File: src/rtl/rr_select_arbiter.sv
`default_nettype none
// ============================================================================
//  Module   : rr_select_arbiter
//  Brief    : Round-robin arbiter that owns the select input of the shared
//             N:1 datapath mux. Grants one source at a time, holds the grant
//             across a multi-beat transfer and rotates priority on release.
//  Revision : 1.0 - initial release
// ============================================================================
module rr_select_arbiter #(
    parameter int NUM_INPUTS = 4
) (
    input  logic                                  i_clk,
    input  logic                                  i_rst_n,
    input  logic [NUM_INPUTS-1:0]                 i_req,
    input  logic                                  i_ready,
    input  logic                                  i_last,
    output logic                                  o_valid,
    output logic [NUM_INPUTS-1:0]                 o_grant,
    output logic [$clog2(NUM_INPUTS)-1:0]         o_select
);

    localparam int SELECT_BITS = $clog2(NUM_INPUTS);

    // State encoding
    localparam logic [0:0] c_IDLE = 1'b0;
    localparam logic [0:0] c_BUSY = 1'b1;

    localparam logic [SELECT_BITS-1:0] c_LAST_INDEX = SELECT_BITS'(NUM_INPUTS - 1);

    // ------------------------------------------------------------------------
    // Rotating first-set search starting at 'start'. Returns {found, index}.
    // Iterating from the farthest offset back to the nearest lets the nearest
    // requester overwrite the result, so the lowest offset from 'start' wins.
    // ------------------------------------------------------------------------
    function automatic logic [SELECT_BITS:0] f_arbitrate(
        input logic [NUM_INPUTS-1:0]  req,
        input logic [SELECT_BITS-1:0] start
    );
        logic [SELECT_BITS:0] result;
        logic [SELECT_BITS:0] idx;
        result = '0;
        for (int i = NUM_INPUTS - 1; i >= 0; i--) begin
            idx = {1'b0, start} + (SELECT_BITS + 1)'(i);
            if (idx >= (SELECT_BITS + 1)'(NUM_INPUTS)) begin
                idx = idx - (SELECT_BITS + 1)'(NUM_INPUTS);
            end
            if (req[idx[SELECT_BITS-1:0]]) begin
                result = {1'b1, idx[SELECT_BITS-1:0]};
            end
        end
        return result;
    endfunction

    // Binary index to one-hot vector
    function automatic logic [NUM_INPUTS-1:0] f_onehot(
        input logic [SELECT_BITS-1:0] idx
    );
        logic [NUM_INPUTS-1:0] vec;
        vec = '0;
        for (int k = 0; k < NUM_INPUTS; k++) begin
            vec[k] = (idx == SELECT_BITS'(k));
        end
        return vec;
    endfunction

    // ------------------------------------------------------------------------
    // Registers
    // ------------------------------------------------------------------------
    logic [0:0]             r_state;
    logic [SELECT_BITS-1:0] r_owner;
    logic [SELECT_BITS-1:0] r_ptr;
    logic [NUM_INPUTS-1:0]  r_grant;

    // ------------------------------------------------------------------------
    // Combinational event decode and arbitration
    // ------------------------------------------------------------------------
    logic                   w_busy;
    logic                   w_accept;
    logic                   w_complete;
    logic                   w_abort;
    logic                   w_release;
    logic [SELECT_BITS-1:0] w_next_ptr;
    logic [NUM_INPUTS-1:0]  w_owner_onehot;
    logic [NUM_INPUTS-1:0]  w_rearb_req;
    logic [SELECT_BITS:0]   w_idle_arb;
    logic [SELECT_BITS:0]   w_busy_arb;

    assign w_busy         = (r_state == c_BUSY);
    assign w_accept       = w_busy && i_ready;
    assign w_complete     = w_accept && i_last;
    // A completion takes precedence: an owner dropping its request on the
    // accepted last beat is treated as a normal completion.
    assign w_abort        = w_busy && !i_req[r_owner] && !w_accept;
    assign w_release      = w_complete || w_abort;
    assign w_next_ptr     = (r_owner == c_LAST_INDEX) ? '0 : r_owner + 1'b1;
    assign w_owner_onehot = f_onehot(r_owner);
    // On abort the departing owner must not win the same-edge re-arbitration
    assign w_rearb_req    = w_abort ? (i_req & ~w_owner_onehot) : i_req;
    assign w_idle_arb     = f_arbitrate(i_req, r_ptr);
    assign w_busy_arb     = f_arbitrate(w_rearb_req, w_next_ptr);

    // Grant FSM: acquire from IDLE, hold while BUSY, rotate and re-arbitrate on release
    always_ff @(posedge i_clk or negedge i_rst_n) begin
        if (!i_rst_n) begin
            r_state <= c_IDLE;
            r_owner <= '0;
            r_ptr   <= '0;
            r_grant <= '0;
        end else begin
            case (r_state)
                c_IDLE: begin
                    if (w_idle_arb[SELECT_BITS]) begin
                        r_state <= c_BUSY;
                        r_owner <= w_idle_arb[SELECT_BITS-1:0];
                        r_grant <= f_onehot(w_idle_arb[SELECT_BITS-1:0]);
                    end
                end
                c_BUSY: begin
                    if (w_release) begin
                        r_ptr <= w_next_ptr;
                        if (w_busy_arb[SELECT_BITS]) begin
                            r_owner <= w_busy_arb[SELECT_BITS-1:0];
                            r_grant <= f_onehot(w_busy_arb[SELECT_BITS-1:0]);
                        end else begin
                            // Owner index is kept so the mux select stays stable
                            r_state <= c_IDLE;
                            r_grant <= '0;
                        end
                    end
                end
                default: begin
                    r_state <= c_IDLE;
                    r_grant <= '0;
                end
            endcase
        end
    end

    assign o_valid  = w_busy;
    assign o_select = r_owner;
    assign o_grant  = r_grant;

endmodule
`default_nettype wire
File: config.mk
export PLATFORM = sky130hd
export DESIGN_NAME = rr_select_arbiter
export DESIGN_NICKNAME = d
export VERILOG_FILES = /design/src/rtl/rr_select_arbiter.sv
export SDC_FILE = /design/constraint.sdc
export NUM_CORES = 1
export LEC_CHECK = 0
export ABC_AREA = 1
export ABC_CLOCK_PERIOD_IN_PS = 1740
export CAP_MARGIN = 20
export CORE_MARGIN = 5
export CORE_UTILIZATION = 48
export DETAILED_ROUTE_END_ITERATION = 12
export PLACE_DENSITY_LB_ADDON = 0.1
export SLEW_MARGIN = 40
export SYNTH_ARGS = -nofsm -noshare
export SYNTH_HDL_FRONTEND = slang
export SYNTH_SLANG_ARGS = --single-unit
File: constraint.sdc
create_clock -name i_clk -period 1.74 [get_ports i_clk]
set_input_delay 0.348 -clock i_clk [delete_from_list [all_inputs] [get_ports i_clk]]
set_output_delay 0.348 -clock i_clk [all_outputs]
set_load 0.01 [all_outputs]
==> reports/metrics.yaml, run 1 <==
dpl_cell_area_um2: 1370
numCtsBuffers: 3
nNetsFinal: 217
synth_adder_area_share_pct: 4.92
fillers: 113
drt-total-wl_um: 3450
hold_violations: 0
yosysSeqAreaShare_pct: 22.1
synth_xor_area_share_pct: 1.72
wl_per_cell_um: 14.9
cts_root_buf: "clkbuf_4"
cts_tree: "built"
netlist_area_um2: 1020
yosys_warnings: 0
fin_ws_ps: -251
clk_pin_slew_ps: 60
grt_overflow_total: 0
synth_compound_area_share_pct: 16.1
crit_path_end_kind: "register"
globalRouteMet3Util_pct: 2.09
ys_seq_elements: 9
grt_use_total_pct: 19.2
syn-num-nets: 170
cts_sinks: 9
synth_top_family_by_area: "simple AND/OR/NAND/NOR gates"
synth_area_leader_cell: "dfrtp_1"
multi_input_area_um2: 915
grt_pass1_vias: 1187
core-area_um2: 1980
final_common_cell: "nand2_1"
viasPerCell: 5.44
final_cell_mix: "29 x nand2_1, 28 x buf_4, 14 x nand2_2"
final_max_slew_viol_count: 0
num_rows: 16
rsz0062_at_grt: "yes"
synthMuxAreaShare_pct: 0
grt_max_degree: 11
route.detailed.drc: 0
status: "complete, but fails checks"
grt_antenna_before_repair: 0
hpwl_um: 2200
synth_area_per_cell_um2: 6.44
maxCapViolCount: 0
cts_buffer_depth: 2
path_max_fanout: 5
fin_crit_ps: 1990
drtIter0Drc: 39
dr_total_vias: 1256
layout-drive-gt1-share_pct: 52.0
violations: "setup timing"
die_x_um: 56.0
grt_busiest_layer: "met2"
clk_latency_ps: 270
port_buffers: 14
io_pins: 15
finClkSkew_ps: 3.38
grt_use_met2_pct: 33.6
finalCritPeriodShare_pct: 114
use_met1_pct: 23.8
final_cell_area_um2: 1670
drt_pre_antenna_iters: 4
yosys.area_share.simple_pct: 44.4
area_growth_pct: 64.1
cp.required_ps: 1940
holdWs_ps: 371
slew_headroom_pct: 73.3
crit_arrival_ps: 2190
die_h_um: 56.0
postRouteAntennaNets: 0
place.gp.congestion: 0.882
synth.area.top_cells: "dfrtp_1 22%, nand2_1 15%, nand3_1 6.9%"
synth_cells: 158
critPathKind: "reg2reg"
yosys.area.top_type_share_pct: 22.1
ys_types: 27
crit_path_start_kind: "register"
tns_ps: -1410
grt_first_pass_wirelength_um: 5000
cts_hold_buf: 0
hold_class: "in2async"
finalSetupViolCount: 7
h-tree-depth: 1
fmax_mhz: 502
tightest_slew_ps: 399
initial_core_util_pct: 51.3
antennaDiodeCount: 0
die_area_um2: 3140
seqCellArea_um2: 228
## worst max-delay path, cell delays in order (launching register included)
cell     delay [ps]
dfrtp_2         480
ha_4            200
buf_4           120
buf_4           130
o21ai_4         210
nand3_2         130
nand2_2          80
inv_2            40
nand2_4          90
nand2_4          60
nand2_4          90
nand4_1         140
a21oi_2         150
## final timing paths
path,startpoint,to,slack (ps),cells after the start
setup / recovery,o_select[0],o_grant[3],-250,12
hold / removal,i_rst_n,o_valid,370,1
setup reg to reg,o_select[0],o_grant[3],-250,12
hold reg to reg,o_grant[1],o_grant[1],520,2
max in group asynchronous,i_rst_n,o_select[1],1060,1
min in group i_clk,o_grant[1],o_grant[1],520,2
## state kept, by name, indices dropped and copies added (netlist names)
signal and flops:
o_grant 4, o_select 2, r_ptr 2, o_valid 1
## layout make-up
type                            instances  area share, %
Multi-Input combinational cell        123           54.8
Timing Repair Buffer                   44           22.3
Sequential cell                         9           13.6
Inverter                               24           5.62
Tap cell                               27           2.02
Clock buffer                            4           1.57
## synthesized netlist by cell type
cell type,number
buf_4,1
dfrtp_1,9
buf_6,1
xor2_1,1
clkinv_1,1
ha_1,4
o22ai_1,1
nor2_1,14
nand2_1,42
o21ai_2,4
nand3_1,14
nor2_4,2
a21oi_1,6
nor2_2,2
inv_2,5
a22oi_1,2
xnor2_1,1
nand2_2,6
inv_1,18
nand4_1,5
o21a_1,1
o21ai_0,6
nand3_2,5
o21ai_1,2
a31oi_1,2
nand3_4,1
a21oi_2,2
## stage by stage
step           setup WS, ps  utilization, %  std cells
2_1_floorplan          1.34               -        158
3_3_place_gp           -418            69.3        218
3_5_place_dp           -480            69.3        218
4_1_cts                -137            73.7        224
5_1_grt                -358            84.2        231
6_report               -251            84.2        231
## timing repair
action,in CTS,in global routing
pin swaps,11,22
setup endpoints to repair,6,8
buffers inserted,2,7
resized for setup,23,38
## layer usage
layer | share of wire (%) | up-vias
met5 | 0 | -
met4 | 3.4 | 0
met3 | 2.9 | 13
met2 | 53 | 32
met1 | 41 | 603
li1 | - | 608
## cell families after synthesis
logic type | after synthesis
compound gates | 26
xor+xnor | 2
fa+ha+maj | 4
buf+inv | 26
flops | 9
simple gates | 91
Power of run 1 is not shown: default switching activity piles up to over one toggle a cycle in this logic, so the estimate is an artifact.
==> inputs of run 2 (changes only) <==
--- a/config.mk
+++ b/config.mk
@@ -8,10 +8,13 @@
 export ABC_AREA = 1
 export ABC_CLOCK_PERIOD_IN_PS = 1740
 export CAP_MARGIN = 20
-export CORE_MARGIN = 5
-export CORE_UTILIZATION = 48
+export CELL_PAD_IN_SITES_DETAIL_PLACEMENT = 2
+export CELL_PAD_IN_SITES_GLOBAL_PLACEMENT = 2
+export CORE_MARGIN = 10
+export CORE_UTILIZATION = 26
 export DETAILED_ROUTE_END_ITERATION = 12
 export PLACE_DENSITY_LB_ADDON = 0.1
+export REMOVE_ABC_BUFFERS = 1
 export SLEW_MARGIN = 40
 export SYNTH_ARGS = -nofsm -noshare
 export SYNTH_HDL_FRONTEND = slang
==> run 2 against run 1 <==
  * The flow still finishes with violations (setup timing)
  * Hold slack better by 54 ps
  * Maximum frequency fell by 6.0%
  * Critical path depth is the same
  * Routed wire length increased by 81%
  * Die area increased by 120%
  * Via count rose by 7.8%
  * Critical endpoint is now o_select[0]
  * Sequential share of layout area down 2.3 points
  * Design area up 21%
  * Register-to-register slack worse by 130 ps
  * Sequential cell count unchanged
  * Non-clock buffer count up 11
==> reports/metrics.yaml, run 2 (same netlist as run 1, synthesis figures left out) <==
clk_pin_slew_ps: 50  # about the same
postRouteAntennaNets: 0  # unchanged
h-tree-depth: 1  # unchanged
top_layer: "met4"
wl_met1_um: 2610  # +86%
status: "complete, but fails checks"
path_cells: "buf_6 -> nand2_4 -> nand3_4 -> nand4_1 -> nand3_2 -> nand2_4 -> inv_2 -> nand2_2 -> nor2_4 -> nor2_1 -> nand3_1 -> a22oi_2"
nNetsFinal: 228  # +5.1%
grt_pass1_vias: 1551  # +31%
die_x_um: 82.6  # +47%
cts_root_buf: "clkbuf_8"
fillers: 387  # +240%
port_buffers: 14  # unchanged
drt_pre_antenna_iters: 4  # unchanged
layout-drive-gt1-share_pct: 66.5  # +15 points
initial_core_util_pct: 27.4  # -24 points
cts_tree: "built"
cp_common_cell: "nand2_4"
crit_path_start_kind: "register"
route.detailed.drc: 0  # unchanged
numCtsBuffers: 3  # unchanged
io_pins: 15  # unchanged
rsz0062_at_grt: "yes"
tightest_slew_ps: 463  # +63.9 ps
cp.required_ps: 1900  # -40 ps
critical_path.max_stage_delay_ps: 470  # about the same
fmax_mhz: 472  # -6.0%
finalCritPeriodShare_pct: 122  # +7.3 points
clk_latency_ps: 240  # -30 ps
hold_class: "in2async"
wl_per_cell_um: 23.8  # +59%
finClkSkew_ps: 10.2  # +6.80 ps
final_cell_mix: "34 x buf_4, 19 x nand2_2, 19 x nand2_1"
critical-path-slowest-cell: "dfrtp_2"
wl_met2_um: 3360  # +84%
place.gp.congestion: 0.809  # -8.3%
path_delay_family: "simple AND/OR/NAND/NOR gates"
area_growth_pct: 98.9
die_h_um: 82.6  # +47%
crit_buf_inv: 2  # -1
grt_first_pass_wirelength_um: 8080  # +62%
wl_met3_um: 189  # +91%
cts_sinks: 9  # unchanged
fin_crit_ps: 2120  # +127 ps
path_max_fanout: 4  # -1
viasPerCell: 5.15  # -5.3%
fin_ws_ps: -379  # -127 ps
die_area_um2: 6810  # +120%
core-area_um2: 3720  # +87%
grt_max_degree: 10  # -1
place_worst_setup_slack_ps: -633  # -152 ps
hpwl_um: 3380  # +54%
hold_violations: 0  # unchanged
crit_arrival_ps: 2280  # +90 ps
maxCapViolCount: 0  # unchanged
critPathKind: "reg2reg"
grt_antenna_before_repair: 0  # unchanged
dr_total_vias: 1354  # +7.8%
grt_use_total_pct: 15.4  # -3.8 points
num_rows: 22  # +6
cts_buffer_depth: 2  # unchanged
finalSetupViolCount: 7  # unchanged
antennaDiodeCount: 0  # unchanged
drtIter0Drc: 52  # +33%
slew_headroom_pct: 69.1  # -4.3 points
grt_overflow_total: 0  # unchanged
largest_reg_flops: 4  # unchanged
final_common_cell: "buf_4"
crit_path_end_kind: "register"
violations: "setup timing"
final_max_slew_viol_count: 0  # unchanged
drt-total-wl_um: 6250  # +81%
## run 2: cell count changes in the layout (fill, tap and decap cells not counted), sizes merged
cell	delta
dlygate4sd2	+1
clkdlybuf4s50	-1
buf	+11
## run 2: final timing paths
check	start	slack (ps)	to	depth (start not counted)
worst min register to register	o_grant[2]	560	o_grant[2]	2
worst max-delay path	o_select[0]	-380	o_select[0]	12
worst min-delay path	i_rst_n	430	o_valid	1
worst max register to register	o_select[0]	-380	o_select[0]	12
min in group i_clk	o_grant[2]	560	o_grant[2]	2
max in group asynchronous	i_rst_n	970	r_ptr[0]	1
## run 2: cell type report
| class | instances | area [µm²] | area share (%) |
|---|---|---|---|
| well taps | 48 | 60.1 | 2.97 |
| multi-input cells | 123 | 1110 | 54.7 |
| flip-flops and latches | 9 | 229 | 11.3 |
| inverters | 24 | 97.6 | 4.82 |
| clock buffers | 4 | 45.0 | 2.23 |
| repair buffers | 55 | 485 | 24.0 |
## run 2: repair_timing
item                                    4_1_cts  5_1_grt
resized for setup                            66       58
setup buffers                                10        4
pin swaps                                    30       29
hold buffers                                  0        0
endpoints found under the setup margin        7       11
## run 2: through the flow
step,util [%],area (µm²),cells,hold WS [ps],TNS [ps]
floorplan,-,998,156,52.4,-863
CTS,46.8,1740,259,431,-1050
detailed placement,37.7,1400,245,525,-3870
global placement,37.7,1400,245,514,-3060
finish,54.4,2020,263,425,-2220
global route,54.4,2020,263,448,-2790
## run 2: per-layer routing
metal / global-route usage (%) / vias up
li1: - / 630
met1: 17.5 / 687
met2: 30.4 / 29
met3: 2.70 / 8
met4: 0.502 / 0
met5: 0 / -
Power of run 2 is left out for the same reason.
==> variant: new RTL, settings of run 2 <==
`NUM_INPUTS`: 4 -> 8.
--- a/src/rtl/rr_select_arbiter.sv
+++ b/src/rtl/rr_select_arbiter.sv
@@ -8,5 +8,5 @@
 // ============================================================================
 module rr_select_arbiter #(
-    parameter int NUM_INPUTS = 4
+    parameter int NUM_INPUTS = 8
 ) (
     input  logic                                  i_clk,
Ports: changed (resized i_req, o_grant and o_select); port bits go from 15 to 24. The function was not compared with the original's and may differ.
==> variant against run 2 <==
  * Routed wire length up 84%
  * Worst setup slack worse by 0.80 ns
  * The run still ends with negative setup slack left
  * Maximum frequency down 27%
  * Via count up 130%
  * Final cell count up 140%
  * Cell area up 93%
  * Core utilization down 9.6 points
  * Sequential share of layout area down 1.6 points
  * Highest routed layer unchanged
  * Sequential cell count up 6
  * Area after synthesis up 130%
Power is left out: the tool's default activity adds up to more than one toggle a clock period on the data nets, which glitch-free logic cannot reach.
==> variant: results (changes against run 2) <==
- Worst Path Arrival: 3.10 ns (was 2.28 ns)
- Outcome: finished, violations left (unchanged)
- Routed vias: 3087 (was 1354)
- Number of inserted filler cells in the final layout: 1030 (was 387)
- Global-route usage over all layers: 16.3% (was 15.4%)
- Clock latency reported for the late side of the worst-skew pair: roughly 0.25 ns
- Leading post-synthesis cells by cell area: sky130_fd_sc_hd__nand2_1, sky130_fd_sc_hd__dfrtp_1, sky130_fd_sc_hd__inv_1 (was sky130_fd_sc_hd__dfrtp_1, sky130_fd_sc_hd__nand2_1, sky130_fd_sc_hd__nand3_1)
- Violations in the final reports: negative setup slack (unchanged)
- Antenna violations before repair: 0 (unchanged)
- Mean post-synth cell area: 5.73 um^2 (was 6.44 um^2)
- Top cell types by occurrence after synthesis: sky130_fd_sc_hd__nand2_1, sky130_fd_sc_hd__inv_1, sky130_fd_sc_hd__nand3_1 (was sky130_fd_sc_hd__nand2_1, sky130_fd_sc_hd__inv_1, sky130_fd_sc_hd__nand3_1, sky130_fd_sc_hd__nor2_1, sky130_fd_sc_hd__dfrtp_1)
- Drt first-iter violations: 78 (was 52)
- Share of post-route cells with drive strength above 1: 42.9% (was 66.5%)
- Worst setup slack after placement: -1.40 ns (was -0.633 ns)
- Routed via count divided by cell count: 4.85 (was 5.15)
- Placer congestion estimate: 0.812 (was 0.809)
- Placement-stage cell area: 3250 um^2 (was 1400 um^2)
- Synth cell types: 34 (was 27)
- Worst Clk Skew: 0.00501 ns (was 0.0102 ns)
- Sequential-to-total area share from yosys stat: 16.2% (was 22.1%)
- Final WS setup: -1.18 ns (was -0.379 ns)
- Width of the chip: 114 um (was 82.6 um)
- Per-cell routed wire length: 18.1 um (was 23.8 um)
- Detailed placement HPWL: 8.40 mm (was 3.38 mm)
- Endpoints failing setup: 15 (was 7)
- Number of port buffers: 23 (was 14)
## variant: changes by cell type in the layout (fill, tap and decap cells not counted), sizes merged, moves of 3 or more
cell / run 2 / this run
buf: 41 / 107
o21ai: 12 / 46
nand2: 48 / 137
clkinv: 1 / 5
ha: 4 / 10
nand3: 20 / 38
nor2: 18 / 36
a21oi: 8 / 27
xor2: 1 / 4
inv: 23 / 53
dfrtp: 9 / 15
clkdlybuf4s50: 7 / 15
or2: 0 / 7
## variant: logic make-up (layout without fill, tap and decap cells)
kind of cell	after synthesis	after routing	synth area share, %
fa+ha+maj	10	10	5.41
buf+inv	66	192	12.1
simple gates	227	227	44.1
compound gates	78	78	18.7
flops	15	15	16.2
xor+xnor	7	7	3.47
## variant: per-layer routing
| metal | GRT usage, % | up-vias | share of wire (%) |
|---|---|---|---|
| li1 | - | 1542 | - |
| met3 | 1.57 | 6 | 2.1 |
| met5 | 0 | - | 0 |
| met1 | 18.8 | 1516 | 43 |
| met4 | 2.84 | 0 | 0.53 |
| met2 | 31.5 | 23 | 55 |
## variant: worst paths after layout
path	slack (ns)	cells after the start	startpoint	end
min in group i_clk	0.53	2	o_grant[0]$_DFFE_PN0P_	o_grant[0]$_DFFE_PN0P_
max	-1.18	21	o_select[1]$_DFFE_PN0P_	o_grant[1]$_DFFE_PN0P_
max in group asynchronous	1.12	2	i_rst_n	o_select[1]$_DFFE_PN0P_
max reg2reg	-1.18	21	o_select[1]$_DFFE_PN0P_	o_grant[1]$_DFFE_PN0P_
min reg2reg	0.53	2	o_grant[0]$_DFFE_PN0P_	o_grant[0]$_DFFE_PN0P_
min	0.42	2	i_rst_n	o_grant[0]$_DFFE_PN0P_
## variant: per-stage QoR
stage / TNS [ns] / utilization [%]
after global placement: -15.48 / 37.4
after global routing: -15.85 / 44.9
after floorplan: -13.67 / -
after CTS: -11.93 / 42.1
after detailed placement: -17.17 / 37.4
final: -13.30 / 44.9
## variant: cell type report
class                      instances  area (um^2)  share of cell area (%)
multi-input combinational        322         2040                    52.5
timing repair buffer             130         1070                    27.4
sequential                        15          379                    9.73
inverter                          58          223                    5.72
clock buffer                       4         45.0                    1.16
tap                              108          135                    3.47
## variant: what timing repair did
item                       in CTS  in global routing
gates resized for setup        83                 54
setup endpoints to repair      16                 17
pin swaps                      27                 26
buffers inserted               14                 10
